### src/rtl/extbus_pkg.sv
// Shared definitions for the external SRAM bus controller: FSM states,
// config register offsets and PAGE register bit positions.
package extbus_pkg;

  typedef enum logic [1:0] {
    ST_IDLE = 2'd0,
    ST_ACC  = 2'd1,
    ST_END  = 2'd2
  } state_t;

  localparam logic [1:0] REG_PAGE    = 2'd0;
  localparam logic [1:0] REG_CPUWAIT = 2'd1;
  localparam logic [1:0] REG_CHWAIT  = 2'd2;
  localparam logic [1:0] REG_STATUS  = 2'd3;

  localparam int PAGE_WP = 4;
  localparam int PAGE_EN = 3;
  localparam logic [2:0] PAGE_WINDOW = 3'b110;

  // A write-protected bank never takes CPU writes; they fall through to the low bank.
  function automatic logic page_hit(input logic [4:0] page, input logic [15:0] addr,
                                    input logic rd);
    return page[PAGE_EN] && (addr[15:13] == PAGE_WINDOW) && !(page[PAGE_WP] && !rd);
  endfunction

endpackage

### src/rtl/extbus_if.sv
// Bundle of CPU, fetch-channel, config-port and SRAM pad signals around extbus_ctrl.
// The controller uses the slave modport; the surrounding system uses master.
interface extbus_if #(
  parameter int NCH    = 2,
  parameter int EXT_AW = 17
);
  logic [15:0]       cpu_addr;
  logic [7:0]        cpu_wdata;
  logic              cpu_rw;
  logic              cpu_req;
  logic [7:0]        cpu_rdata;
  logic              cpu_done;
  logic              cpu_hold;

  logic              cs;
  logic [1:0]        AD;
  logic [7:0]        DI;
  logic              rw;
  logic [7:0]        DO;

  logic [NCH-1:0]    ch_req;
  logic [NCH*16-1:0] ch_addr;
  logic [NCH-1:0]    ch_ack;
  logic [7:0]        ch_rdata;

  logic [EXT_AW-1:0] ext_ad;
  logic [7:0]        ext_dq_i;
  logic [7:0]        ext_dq_o;
  logic              ext_dq_oe;
  logic              ext_oe_n;
  logic              ext_we_n;
  logic              ext_cs;

  modport slave (
    input  cpu_addr, cpu_wdata, cpu_rw, cpu_req,
    output cpu_rdata, cpu_done, cpu_hold,
    input  cs, AD, DI, rw,
    output DO,
    input  ch_req, ch_addr,
    output ch_ack, ch_rdata,
    output ext_ad, ext_dq_o, ext_dq_oe, ext_oe_n, ext_we_n, ext_cs,
    input  ext_dq_i
  );

  modport master (
    output cpu_addr, cpu_wdata, cpu_rw, cpu_req,
    input  cpu_rdata, cpu_done, cpu_hold,
    output cs, AD, DI, rw,
    input  DO,
    output ch_req, ch_addr,
    input  ch_ack, ch_rdata,
    input  ext_ad, ext_dq_o, ext_dq_oe, ext_oe_n, ext_we_n, ext_cs,
    output ext_dq_i
  );

endinterface

### src/rtl/extbus_rr_arb.sv
// Round-robin arbiter: one-hot grant to the first requester at or after the
// pointer; the pointer moves past the granted requester when advance is strobed.
module rr_arb #(
  parameter  int N  = 2,
  localparam int PW = (N > 1) ? $clog2(N) : 1
) (
  input  logic          clk,
  input  logic          rst,
  input  logic [N-1:0]  req,
  input  logic          advance,
  output logic [N-1:0]  grant,
  output logic [PW-1:0] grant_idx
);

  logic [PW-1:0] ptr;
  logic [PW-1:0] idx;
  logic          found;
  int            pos;

  always_comb begin
    grant     = '0;
    grant_idx = ptr;
    found     = 1'b0;
    pos       = 0;
    idx       = '0;
    for (int i = 0; i < N; i++) begin
      pos = int'(ptr) + i;
      if (pos >= N) pos = pos - N;
      idx = PW'(pos);
      if (!found && req[idx]) begin
        found      = 1'b1;
        grant[idx] = 1'b1;
        grant_idx  = idx;
      end
    end
  end

  always_ff @(posedge clk) begin
    if (rst) begin
      ptr <= '0;
    end else if (advance) begin
      ptr <= (int'(grant_idx) == N - 1) ? '0 : grant_idx + 1'b1;
    end
  end

endmodule

### src/rtl/extbus_ctrl.sv
// External async SRAM controller: arbitrates CPU against read-only fetch
// channels, inserts wait states, applies banked paging and exposes config regs.
module extbus_ctrl
  import extbus_pkg::*;
#(
  parameter int NCH    = 2,
  parameter int EXT_AW = 17,
  parameter int PAGE_W = 3,
  parameter int WAIT_W = 3
) (
  input logic     clk,
  input logic     rst,
  extbus_if.slave bus
);

  localparam int PW = (NCH > 1) ? $clog2(NCH) : 1;

  state_t            state;
  logic [4:0]        page_reg;
  logic [WAIT_W-1:0] cpu_wait;
  logic [WAIT_W-1:0] ch_wait;
  logic [WAIT_W-1:0] cnt;
  logic              owner_ch;
  logic [PW-1:0]     last_ch;
  logic [NCH-1:0]    cur_grant;
  logic              acc_rd;

  logic [NCH-1:0]    grant;
  logic [PW-1:0]     grant_idx;
  logic              cpu_elig;
  logic              ch_win;
  logic [15:0]       sel_addr;
  logic [EXT_AW-1:0] cpu_ext_ad;
  logic              unused_di;

  assign cpu_elig      = bus.cpu_req & ~bus.cpu_done;
  // Channels take the bus whenever the CPU had it last, so both sides alternate under load.
  assign ch_win        = (|bus.ch_req) & (~owner_ch | ~cpu_elig);
  assign sel_addr      = bus.ch_addr[int'(grant_idx)*16 +: 16];
  assign cpu_ext_ad    = page_hit(page_reg, bus.cpu_addr, bus.cpu_rw)
                         ? EXT_AW'({1'b1, page_reg[PAGE_W-1:0], bus.cpu_addr[12:0]})
                         : EXT_AW'({1'b0, bus.cpu_addr});
  assign bus.cpu_hold  = bus.cpu_req & ~bus.cpu_done;
  assign unused_di     = ^bus.DI[7:5];

  rr_arb #(.N(NCH)) u_arb (
    .clk       (clk),
    .rst       (rst),
    .req       (bus.ch_req),
    .advance   (state == ST_IDLE && ch_win),
    .grant     (grant),
    .grant_idx (grant_idx)
  );

  always_ff @(posedge clk) begin
    if (rst) begin
      page_reg <= '0;
      cpu_wait <= '0;
      ch_wait  <= '0;
    end else if (bus.cs && !bus.rw) begin
      case (bus.AD)
        REG_PAGE:    page_reg <= bus.DI[4:0];
        REG_CPUWAIT: cpu_wait <= bus.DI[WAIT_W-1:0];
        REG_CHWAIT:  ch_wait  <= bus.DI[WAIT_W-1:0];
        default:     ;
      endcase
    end
  end

  always_comb begin
    bus.DO = '0;
    case (bus.AD)
      REG_PAGE:    bus.DO = {3'b000, page_reg};
      REG_CPUWAIT: bus.DO = 8'(cpu_wait);
      REG_CHWAIT:  bus.DO = 8'(ch_wait);
      default:     bus.DO = {state != ST_IDLE, owner_ch, 4'b0000, 2'(last_ch)};
    endcase
  end

  // Address and write data stay on the pads through END to give the SRAM write hold time.
  always_ff @(posedge clk) begin
    if (rst) begin
      state         <= ST_IDLE;
      cnt           <= '0;
      owner_ch      <= 1'b0;
      last_ch       <= '0;
      cur_grant     <= '0;
      acc_rd        <= 1'b1;
      bus.ext_cs    <= 1'b0;
      bus.ext_oe_n  <= 1'b1;
      bus.ext_we_n  <= 1'b1;
      bus.ext_dq_oe <= 1'b0;
      bus.ext_dq_o  <= '0;
      bus.ext_ad    <= '0;
      bus.cpu_done  <= 1'b0;
      bus.ch_ack    <= '0;
      bus.cpu_rdata <= '0;
      bus.ch_rdata  <= '0;
    end else begin
      case (state)
        ST_IDLE: begin
          if (ch_win) begin
            state         <= ST_ACC;
            owner_ch      <= 1'b1;
            last_ch       <= grant_idx;
            cur_grant     <= grant;
            acc_rd        <= 1'b1;
            cnt           <= ch_wait;
            bus.ext_ad    <= EXT_AW'({1'b0, sel_addr});
            bus.ext_cs    <= 1'b1;
            bus.ext_oe_n  <= 1'b0;
            bus.ext_we_n  <= 1'b1;
            bus.ext_dq_oe <= 1'b0;
          end else if (cpu_elig) begin
            state         <= ST_ACC;
            owner_ch      <= 1'b0;
            acc_rd        <= bus.cpu_rw;
            cnt           <= cpu_wait;
            bus.ext_ad    <= cpu_ext_ad;
            bus.ext_cs    <= 1'b1;
            bus.ext_oe_n  <= ~bus.cpu_rw;
            bus.ext_we_n  <= bus.cpu_rw;
            bus.ext_dq_o  <= bus.cpu_wdata;
            bus.ext_dq_oe <= ~bus.cpu_rw;
          end
        end
        ST_ACC: begin
          if (cnt == '0) begin
            state        <= ST_END;
            bus.ext_cs   <= 1'b0;
            bus.ext_oe_n <= 1'b1;
            bus.ext_we_n <= 1'b1;
            if (owner_ch) begin
              bus.ch_ack   <= cur_grant;
              bus.ch_rdata <= bus.ext_dq_i;
            end else begin
              bus.cpu_done <= 1'b1;
              if (acc_rd) bus.cpu_rdata <= bus.ext_dq_i;
            end
          end else begin
            cnt <= cnt - 1'b1;
          end
        end
        ST_END: begin
          state         <= ST_IDLE;
          bus.cpu_done  <= 1'b0;
          bus.ch_ack    <= '0;
          bus.cpu_rdata <= '0;
          bus.ch_rdata  <= '0;
          bus.ext_ad    <= '0;
          bus.ext_dq_o  <= '0;
          bus.ext_dq_oe <= 1'b0;
        end
        default: state <= ST_IDLE;
      endcase
    end
  end

endmodule

### src/flat_wrapper.sv
// flat-port wrapper written by rule: the top's interface ports become plain ports
module extbus_ctrl_flat import extbus_pkg::*;
#(
  parameter int NCH    = 2,
  parameter int EXT_AW = 17,
  parameter int PAGE_W = 3,
  parameter int WAIT_W = 3
)
  (clk, rst, bus_cpu_addr, bus_cpu_wdata, bus_cpu_rw, bus_cpu_req, bus_cpu_rdata, bus_cpu_done, bus_cpu_hold, bus_cs, bus_AD, bus_DI, bus_rw, bus_DO, bus_ch_req, bus_ch_addr, bus_ch_ack, bus_ch_rdata, bus_ext_ad, bus_ext_dq_o, bus_ext_dq_oe, bus_ext_oe_n, bus_ext_we_n, bus_ext_cs, bus_ext_dq_i);
  extbus_if #(.NCH(NCH), .EXT_AW(EXT_AW)) bus_i ();
  input logic clk;
  input logic rst;
  input wire logic [$bits(bus_i.cpu_addr)-1:0] bus_cpu_addr;
  input wire logic [$bits(bus_i.cpu_wdata)-1:0] bus_cpu_wdata;
  input wire logic [$bits(bus_i.cpu_rw)-1:0] bus_cpu_rw;
  input wire logic [$bits(bus_i.cpu_req)-1:0] bus_cpu_req;
  output wire logic [$bits(bus_i.cpu_rdata)-1:0] bus_cpu_rdata;
  output wire logic [$bits(bus_i.cpu_done)-1:0] bus_cpu_done;
  output wire logic [$bits(bus_i.cpu_hold)-1:0] bus_cpu_hold;
  input wire logic [$bits(bus_i.cs)-1:0] bus_cs;
  input wire logic [$bits(bus_i.AD)-1:0] bus_AD;
  input wire logic [$bits(bus_i.DI)-1:0] bus_DI;
  input wire logic [$bits(bus_i.rw)-1:0] bus_rw;
  output wire logic [$bits(bus_i.DO)-1:0] bus_DO;
  input wire logic [$bits(bus_i.ch_req)-1:0] bus_ch_req;
  input wire logic [$bits(bus_i.ch_addr)-1:0] bus_ch_addr;
  output wire logic [$bits(bus_i.ch_ack)-1:0] bus_ch_ack;
  output wire logic [$bits(bus_i.ch_rdata)-1:0] bus_ch_rdata;
  output wire logic [$bits(bus_i.ext_ad)-1:0] bus_ext_ad;
  output wire logic [$bits(bus_i.ext_dq_o)-1:0] bus_ext_dq_o;
  output wire logic [$bits(bus_i.ext_dq_oe)-1:0] bus_ext_dq_oe;
  output wire logic [$bits(bus_i.ext_oe_n)-1:0] bus_ext_oe_n;
  output wire logic [$bits(bus_i.ext_we_n)-1:0] bus_ext_we_n;
  output wire logic [$bits(bus_i.ext_cs)-1:0] bus_ext_cs;
  input wire logic [$bits(bus_i.ext_dq_i)-1:0] bus_ext_dq_i;
  assign bus_i.cpu_addr = bus_cpu_addr;
  assign bus_i.cpu_wdata = bus_cpu_wdata;
  assign bus_i.cpu_rw = bus_cpu_rw;
  assign bus_i.cpu_req = bus_cpu_req;
  assign bus_cpu_rdata = bus_i.cpu_rdata;
  assign bus_cpu_done = bus_i.cpu_done;
  assign bus_cpu_hold = bus_i.cpu_hold;
  assign bus_i.cs = bus_cs;
  assign bus_i.AD = bus_AD;
  assign bus_i.DI = bus_DI;
  assign bus_i.rw = bus_rw;
  assign bus_DO = bus_i.DO;
  assign bus_i.ch_req = bus_ch_req;
  assign bus_i.ch_addr = bus_ch_addr;
  assign bus_ch_ack = bus_i.ch_ack;
  assign bus_ch_rdata = bus_i.ch_rdata;
  assign bus_ext_ad = bus_i.ext_ad;
  assign bus_ext_dq_o = bus_i.ext_dq_o;
  assign bus_ext_dq_oe = bus_i.ext_dq_oe;
  assign bus_ext_oe_n = bus_i.ext_oe_n;
  assign bus_ext_we_n = bus_i.ext_we_n;
  assign bus_ext_cs = bus_i.ext_cs;
  assign bus_i.ext_dq_i = bus_ext_dq_i;
  extbus_ctrl #(.NCH(NCH), .EXT_AW(EXT_AW), .PAGE_W(PAGE_W), .WAIT_W(WAIT_W)) u_core (.clk(clk), .rst(rst), .bus(bus_i));
endmodule
### config.mk
export PLATFORM = sky130hd
export DESIGN_NAME = extbus_ctrl_flat
export DESIGN_NICKNAME = d
export VERILOG_FILES = /design/src/rtl/extbus_pkg.sv /design/src/rtl/extbus_if.sv /design/src/rtl/extbus_rr_arb.sv /design/src/rtl/extbus_ctrl.sv /design/src/flat_wrapper.sv
export SDC_FILE = /design/constraint.sdc
export NUM_CORES = 1
export LEC_CHECK = 0
export CORE_MARGIN = 5
export CORE_UTILIZATION = 46
export CTS_BUF_LIST = sky130_fd_sc_hd__clkbuf_16
export DETAILED_ROUTE_END_ITERATION = 8
export GPL_ROUTABILITY_DRIVEN = 0
export PLACE_DENSITY = 0.87
export SLEW_MARGIN = 0
export SYNTH_ARGS = -nofsm -noshare
export SYNTH_HDL_FRONTEND = slang
export SYNTH_HIERARCHICAL = 1
export SYNTH_SLANG_ARGS = --single-unit
export TNS_END_PERCENT = 100
### constraint.sdc
create_clock -name clk -period 2.9 [get_ports clk]
set_input_delay 0.87 -clock clk [delete_from_list [all_inputs] [get_ports clk]]
set_output_delay 0.87 -clock clk [all_outputs]
set_load 0.1 [all_outputs]
==> results of run 1 <==
worst max-delay path by stage:
stage / from / endpoint / slack (ps) / depth (start not counted)
2_1_floorplan: bus_AD[0] / bus_DO[6] / -400 / 3
3_3_place_gp: bus_AD[0] / bus_DO[0] / -100 / 3
3_5_place_dp: bus_AD[0] / bus_DO[0] / -90 / 3
4_1_cts: bus_cpu_req / bus_cpu_hold / 70 / 3
5_1_grt: bus_cpu_req / bus_cpu_hold / 40 / 3
6_report: bus_cpu_req / bus_cpu_hold / 80 / 3
repair_timing:
| action | 4_1_cts | 5_1_grt |
|---|---|---|
| endpoints found under the setup margin | 7 | 0 |
| setup buffers | 0 | 0 |
| resized for setup | 5 | 0 |
area by class of cell:
| type | count | area (um2) | area share |
|---|---|---|---|
| Tap cell | 96 | 120.1 | 0.02402 |
| Sequential cell | 70 | 1401 | 0.2802 |
| Clock inverter | 6 | 38.79 | 0.007756 |
| Multi-Input combinational cell | 262 | 1732 | 0.3463 |
| Inverter | 8 | 30.03 | 0.006004 |
| Clock buffer | 9 | 225.2 | 0.04503 |
| Timing Repair Buffer | 153 | 1454 | 0.2907 |
per-stage QoR:
step	power (mW)	hold slack, ps	setup TNS [ps]	instance area (um2)	setup WS [ps]
global route	3.910	475.9	0	5001	36.33
global placement	2.750	443.6	-338.6	4732	-103.2
CTS	3.774	457.9	0	5001	66.03
floorplan	2.352	432.2	-1319	3286	-404.1
detailed placement	2.789	450.0	-362.6	4732	-89.78
finish	3.752	461.4	0	5001	76.47
cell families (layout without fill, tap and decap cells):
group | count (synthesis) | in the layout
adders and majority gates | 2 | 2
DFF | 70 | 70
AOI/OAI and AO/OA | 85 | 85
muxes | 46 | 46
buffers and inverters | 34 | 176
and+or+nand+nor | 128 | 128
other | 1 | 1
worst min-delay path, delay by kind of cell (launching register included):
family | cells | cell delay [ps]
flops | 1 | 310
simple gates | 1 | 60
compound gates | 1 | 50
synthesized netlist by cell type, types with 2 or more instances:
| library cell | number |
|---|---|
| nand3_1 | 17 |
| and3_1 | 3 |
| nor3b_1 | 3 |
| a22oi_1 | 2 |
| nor3_2 | 3 |
| mux2_2 | 2 |
| o21ai_1 | 5 |
| a311oi_1 | 2 |
| buf_2 | 14 |
| nor2_1 | 36 |
| a21oi_1 | 35 |
| nor2_2 | 2 |
| o21a_1 | 2 |
| o211ai_1 | 15 |
| nand2b_1 | 5 |
| a211oi_1 | 4 |
| dfxtp_1 | 70 |
| a21o_1 | 3 |
| nand3b_1 | 5 |
| o2bb2ai_1 | 2 |
| nand2_1 | 45 |
| mux2i_1 | 43 |
| ha_1 | 2 |
| nor2b_1 | 4 |
| clkbuf_1 | 8 |
| inv_1 | 7 |
| o21ai_0 | 3 |
| buf_4 | 4 |
| nor3b_2 | 2 |
power breakdown:
group | total (mW) | switching [mW] | internal, mW
Combinational | 1.61 | 1.12 | 0.489
Sequential | 1.16 | 0.0854 | 1.08
Clock | 0.974 | 0.404 | 0.571
per-layer routing:
layer  GRT usage  routed length, um  share of wire  up-vias
met5           0                  0              0        -
met4      0.1107                259          0.026        0
met3     0.04407                635          0.063       23
met2      0.3978               5292           0.52      114
met1      0.2546               3944           0.39     1529
li1            -                  -              -     1573
==> results.md, run 1 <==
- Seq cells post-synth: 70
- Die Ht: 94.29 um
- DR pass1 iterations: 5
- DIE WIDTH: 94.29 um
- Post-Syn Area: 0.003268 mm2
- Drt wl/cell: 16.77 um
- Final Core Density: 0.7281
- Crit. End Element: primary output
- Reg2Reg Depth: 8
- Global-route wire length before repair: between 15000 and 20000 um
- Unrepaired setup endpoints after global routing: no
- Post-synthesis xor/xnor area fraction: 0
- Period utilization: 0.9736
- Final nets: 588
- CP arrival: 1950 ps
- Worst reg2reg setup slack: 1140 ps
- CTS tree: yes
- Cells after Synth: 366
- Post-synthesis simple-gate area fraction: 0.1930
- Final HPWL DP: about 7700 um
- Vias in the first global route: about 3200
- Layout Skew: approximately 6.3 ps
- Num rows: 30
- Post-Syn Nets: 450
- Tmin final: 2824 ps
- Reg with most FFs: u_core/bus.ext_ad
- CTS Buf Count: 9
- Largest net degree at the start of global routing: 34
- R2r endpoint: u_core/bus.cpu_rdata[3]
- Commonest non-fill, non-tap cell in the layout: clkdlybuf4s50_1
- Register area share after synthesis: 0.4288
- Hold_sp: u_core/cur_grant[0]
- Max clock buf depth: 2
- Status: complete, no violations
- Bufs and invs on worst path: 2
- Final std cells w/o fill: 604
- GRT Overall Usage: 0.2244
- Initial antenna violation count: 0
- Critical path's largest stage delay: around 490 ps
- Share of cells above drive strength 1: 0.2264
- Initial Utilization: 0.4758
- WL final: 10130 um
- CTS hold repair buffers: 0
- Post-synth EDFFs: 0
- Leakage power: roughly 2.0 nW
- Worst skew pair latency: between 300 and 400 ps
- Yosys top cell by area: dfxtp_1
- Num Clock Sinks: 70
- Core area: 0.006869 mm2
- Area grow syn2layout: 53.02%
- Count of final setup violators: 0
- Slew Limit Fails: 0
- Final hold vios: 0
- Cells along the critical path: clkdlybuf4s50_1 -> nor2b_1 -> buf_12
- YS warnings: 6
- Port bufs: approximately 130
- Relative max-transition margin: 0.5823
- Via density: 5.363
- Peak VDD IR: 0.0004341 V
- CP delay by family, top: buffers and inverters
- Hold Crit Depth: 2
- Total die area: 0.008891 mm2
- Avg Cell Area, Syn: 8.929 um2
- Synth Area in Compound Gates: 0.1750
- Primary FF master, synth: dfxtp_1
- Worst Path Max Fanout: 2
- Least-Margin Pin Slew: about 620 ps
- Synthesized-area fraction occupied by adder cells: 0.007657
- Max Freq: 0.3542 GHz
- Detailed Route Iter0 Violations: 157
- FILL cells: 526
- Largest register FFs: 17
- Vias: 3239
- Reg clk slew, reported paths: 60 ps
- Overflow after GRT: 0
- Worst hold path class: reg2reg
- Commonest non-fill, non-tap cells in the layout: 76 x clkdlybuf4s50_1, 70 x dfxtp_1, 66 x buf_4, 45 x nand2_1, 43 x mux2i_1
- Root Buffer Master: clkbuf_16
- Largest family of logic cells by synthesized area: simple AND/OR/NAND/NOR gates
- Power density over the cells: 750.3 mW/mm2
- Htree depth: 3
- Diode count: 0
- CP required: 2030 ps
- Mux share of post-synthesis cell area: 0.1455
- FFs w/ async S/R, synth: 0
- Crit path launch type: input port
- Max Cap Violations: 0
- WHS Endpoint: u_core/bus.ch_ack[0]
- Antenna-violating nets left: 0
- Reg-to-reg critical path startpoint: u_core/cnt[0]
- Post-Place Cells: 589
- Critical path's slowest cell: clkdlybuf4s50_1
- Top cell type's share of synthesized area: 0.4288
- Synth unique cells: 47
- DRC viols: 0
- I/O Pins: 139
- Main area contributors after synthesis: dfxtp_1 43%, mux2i_1 13%, a21oi_1 5.4%, nand2_1 5.2%, nor2_1 4.1%
- CP Class: in2out
No activity file was read; power rests on OpenSTA's default activity.
==> inputs of run 2 (changes only) <==
--- a/config.mk
+++ b/config.mk
@@ -6,14 +6,13 @@
 export NUM_CORES = 1
 export LEC_CHECK = 0
 export CORE_MARGIN = 5
-export CORE_UTILIZATION = 46
+export CORE_UTILIZATION = 45
 export CTS_BUF_LIST = sky130_fd_sc_hd__clkbuf_16
 export DETAILED_ROUTE_END_ITERATION = 8
 export GPL_ROUTABILITY_DRIVEN = 0
-export PLACE_DENSITY = 0.87
+export PLACE_DENSITY = 0.86
 export SLEW_MARGIN = 0
 export SYNTH_ARGS = -nofsm -noshare
 export SYNTH_HDL_FRONTEND = slang
-export SYNTH_HIERARCHICAL = 1
 export SYNTH_SLANG_ARGS = --single-unit
 export TNS_END_PERCENT = 100
==> run 2 against run 1 <==
Compared with the run above:
- die area decreased by 0.57%
- hold slack got worse by 15 ps
- register-to-register slack got worse by 360 ps
- clock skew about the same
- routed wire length decreased by 2.6%
- critical endpoint is now bus_DO[0]
- non-clock buffer count increased by 1
- combinational power decreased by 13%
- synthesized cell count decreased by 3.0%
- sequential cell count unchanged
- clock-buffer cell count unchanged
- global-route usage about the same
==> results.md, run 2 <==
- Status: complete, no violations
- Post-Syn Nets: 439
- FILL cells: 531
- Total die area: 0.008840 mm2
- Setup WS pre-CTS: -117.0 ps
- Via density: 5.277
- Final nets: slightly below 600
- Htree depth: 3
- CTS tree: yes
- Slew Limit Fails: 0
- R2r endpoint: u_core.bus.ch_rdata[6]
- Worst reg2reg setup slack: just under 800 ps
- Antenna-violating nets left: 0
- DIE WIDTH: between 90 and 100 um
- Worst Path Max Fanout: 2
- Reg with most FFs: u_core.bus.ext_ad
- Vias: 3161
- I/O Pins: 139
- Worst skew pair latency: around 330 ps
- Period utilization: 0.9516
- WHS Endpoint: u_core.bus.ext_ad[5]
- Yosys top cell by area: dfxtp_1
- YS warnings: 0
- Commonest non-fill, non-tap cell in the layout: clkdlybuf4s50_1
- Most frequent cell after synthesis: dfxtp_1
- Hold_sp: u_core.bus.ext_ad[5]
- Relative max-transition margin: 0.5546
- Commonest non-fill, non-tap cells in the layout: 76 x clkdlybuf4s50_1, 70 x dfxtp_1, 68 x buf_4, 45 x nor2_1, 43 x mux2i_1
- Reg-to-reg critical path startpoint: u_core.state[0]
- Seq cells post-synth: 70
- Crit path launch type: input port
- Post-Place Cells: 583
- FFs w/ async S/R, synth: 0
- Initial Utilization: 0.4650
- CP required: 2030 ps
- Initial antenna violation count: 0
- Post-Syn Area: 0.003177 mm2
- Least-Margin Pin Slew: 666.2 ps
- Reg clk slew, reported paths: 50 ps
- Primary FF master, synth: dfxtp_1
- Unrepaired setup endpoints after global routing: no
- Max Freq: roughly 0.36 GHz
- Root Buffer Master: clkbuf_16
- Largest net degree at the start of global routing: 27
- Final worst setup slack: 140.3 ps
- Max clock buf depth: 2
- Synth unique cells: 54
- Overflow after GRT: 0
- Area post-placement: 0.004678 mm2
- Final HPWL DP: 7273 um
- Drt wl/cell: 16.47 um
- Synth cell count leaders: 70 x dfxtp_1, 46 x nor2_1, 43 x mux2i_1, 30 x nand2_1, 21 x o21ai_0
- Max Cap Violations: 0
- Top cell type's share of synthesized area: 0.4411
- Main area contributors after synthesis: dfxtp_1 44%, mux2i_1 14%, nor2_1 5.4%, a221oi_1 3.6%, nand2_1 3.5%
- Worst hold path class: reg2reg
- Hold slack: 446.1 ps
- Diode count: 0
- Die Ht: 94.02 um
- Final hold vios: 0
- CP arrival: approximately 1900 ps
- Hold Crit Depth: 2
- CP Class: in2out
- Tmin final: roughly 2800 ps
- Global-route wire length before repair: between 15000 and 20000 um
- Core area: 0.006832 mm2
- Reg2Reg Depth: 4
- Crit. End Element: primary output
- DRC viols: 0
- Num rows: 30
- Count of final setup violators: 0
- Peak VDD IR: 0.0004050 V
- Area grow syn2layout: 56.05%
- Cells after Synth: around 360
- WL final: 9868 um
- DR pass1 iterations: 5
- Port bufs: about 130
- Power density over the cells: 721.9 mW/mm2
- Post-CTS setup buffers: 0
- Detailed Route Iter0 Violations: 202
- GRT Overall Usage: 0.2241
- Layout Skew: 5.828 ps
- Num Clock Sinks: 70
- Register area share after synthesis: 0.4411
- Post-synth EDFFs: 0
- CTS Buf Count: 9
- Avg Cell Area, Syn: between 8 and 9 um2
- Leakage power: roughly 2.1 nW
- Largest register FFs: 17
- Vias in the first global route: 3132
- Final std cells w/o fill: between 500 and 600
- Share of cells above drive strength 1: 0.2068
- Final Cell Area: 0.004957 mm2
[run 2: layer usage]
layer,track usage,vias to the layer above,part of all wire
li1,-,1560,-
met1,0.2694,1461,0.42
met2,0.3850,121,0.49
met3,0.04327,19,0.066
met4,0.09988,0,0.021
met5,0,-,0
[run 2: worst max-delay path by stage]
stage	startpoint	endpoint	slack, ps	cells past startpoint
2_1_floorplan	bus_AD[0]	bus_DO[3]	-330	2
3_3_place_gp	bus_AD[1]	bus_DO[0]	-130	3
3_5_place_dp	bus_AD[1]	bus_DO[0]	-120	3
4_1_cts	bus_AD[1]	bus_DO[0]	140	3
5_1_grt	bus_AD[1]	bus_DO[2]	90	6
6_report	bus_AD[1]	bus_DO[0]	140	3
[run 2: repair_timing]
| item | CTS | global route |
|---|---|---|
| hold buffers | 0 | 0 |
| setup endpoints to repair | 5 | 0 |
| resized for setup | 2 | 0 |
[run 2: cell families (layout without fill, tap and decap cells)]
kind of cell	after synthesis	in the layout	share of synthesized area
AND/OR/NAND/NOR	132	132	0.2068
AO/OA/AOI/OAI	76	76	0.1607
flip-flops	70	70	0.4411
multiplexers	44	44	0.1426
buffers and inverters	30	178	0.03978
adder cells (fa/ha/maj)	2	2	0.007876
other	1	1	0.001180
[run 2: critical path, cell delays in order]
cell	delay, ps
dlygate4sd2_1	250
mux4_2	570
buf_12	190
[run 2: through the flow]
step                        util  power (mW)  TNS (ps)
final                     0.7256       3.579         0
after global routing      0.7256       3.731         0
after CTS                 0.7256       3.594         0
after detailed placement  0.6848       2.552    -357.7
after global placement    0.6848       2.531    -339.6
after floorplan                -       2.152     -1044
[run 2: cell type report]
class | instances | area [um2] | share of cell area
clock buffer | 9 | 225.2 | 0.04543
clock inverter | 7 | 56.30 | 0.01136
inverter | 8 | 30.03 | 0.006058
multi-input combinational | 255 | 1675 | 0.3380
sequential | 70 | 1401 | 0.2827
tap | 96 | 120.1 | 0.02423
timing repair buffer | 154 | 1449 | 0.2923
[run 2: power breakdown]
group	internal, mW	total (mW)	switching [mW]	leakage (nW)
clock	0.651	1.04	0.388	0.145
sequential	1.07	1.14	0.0708	0.572
combinational	0.412	1.40	0.987	1.43
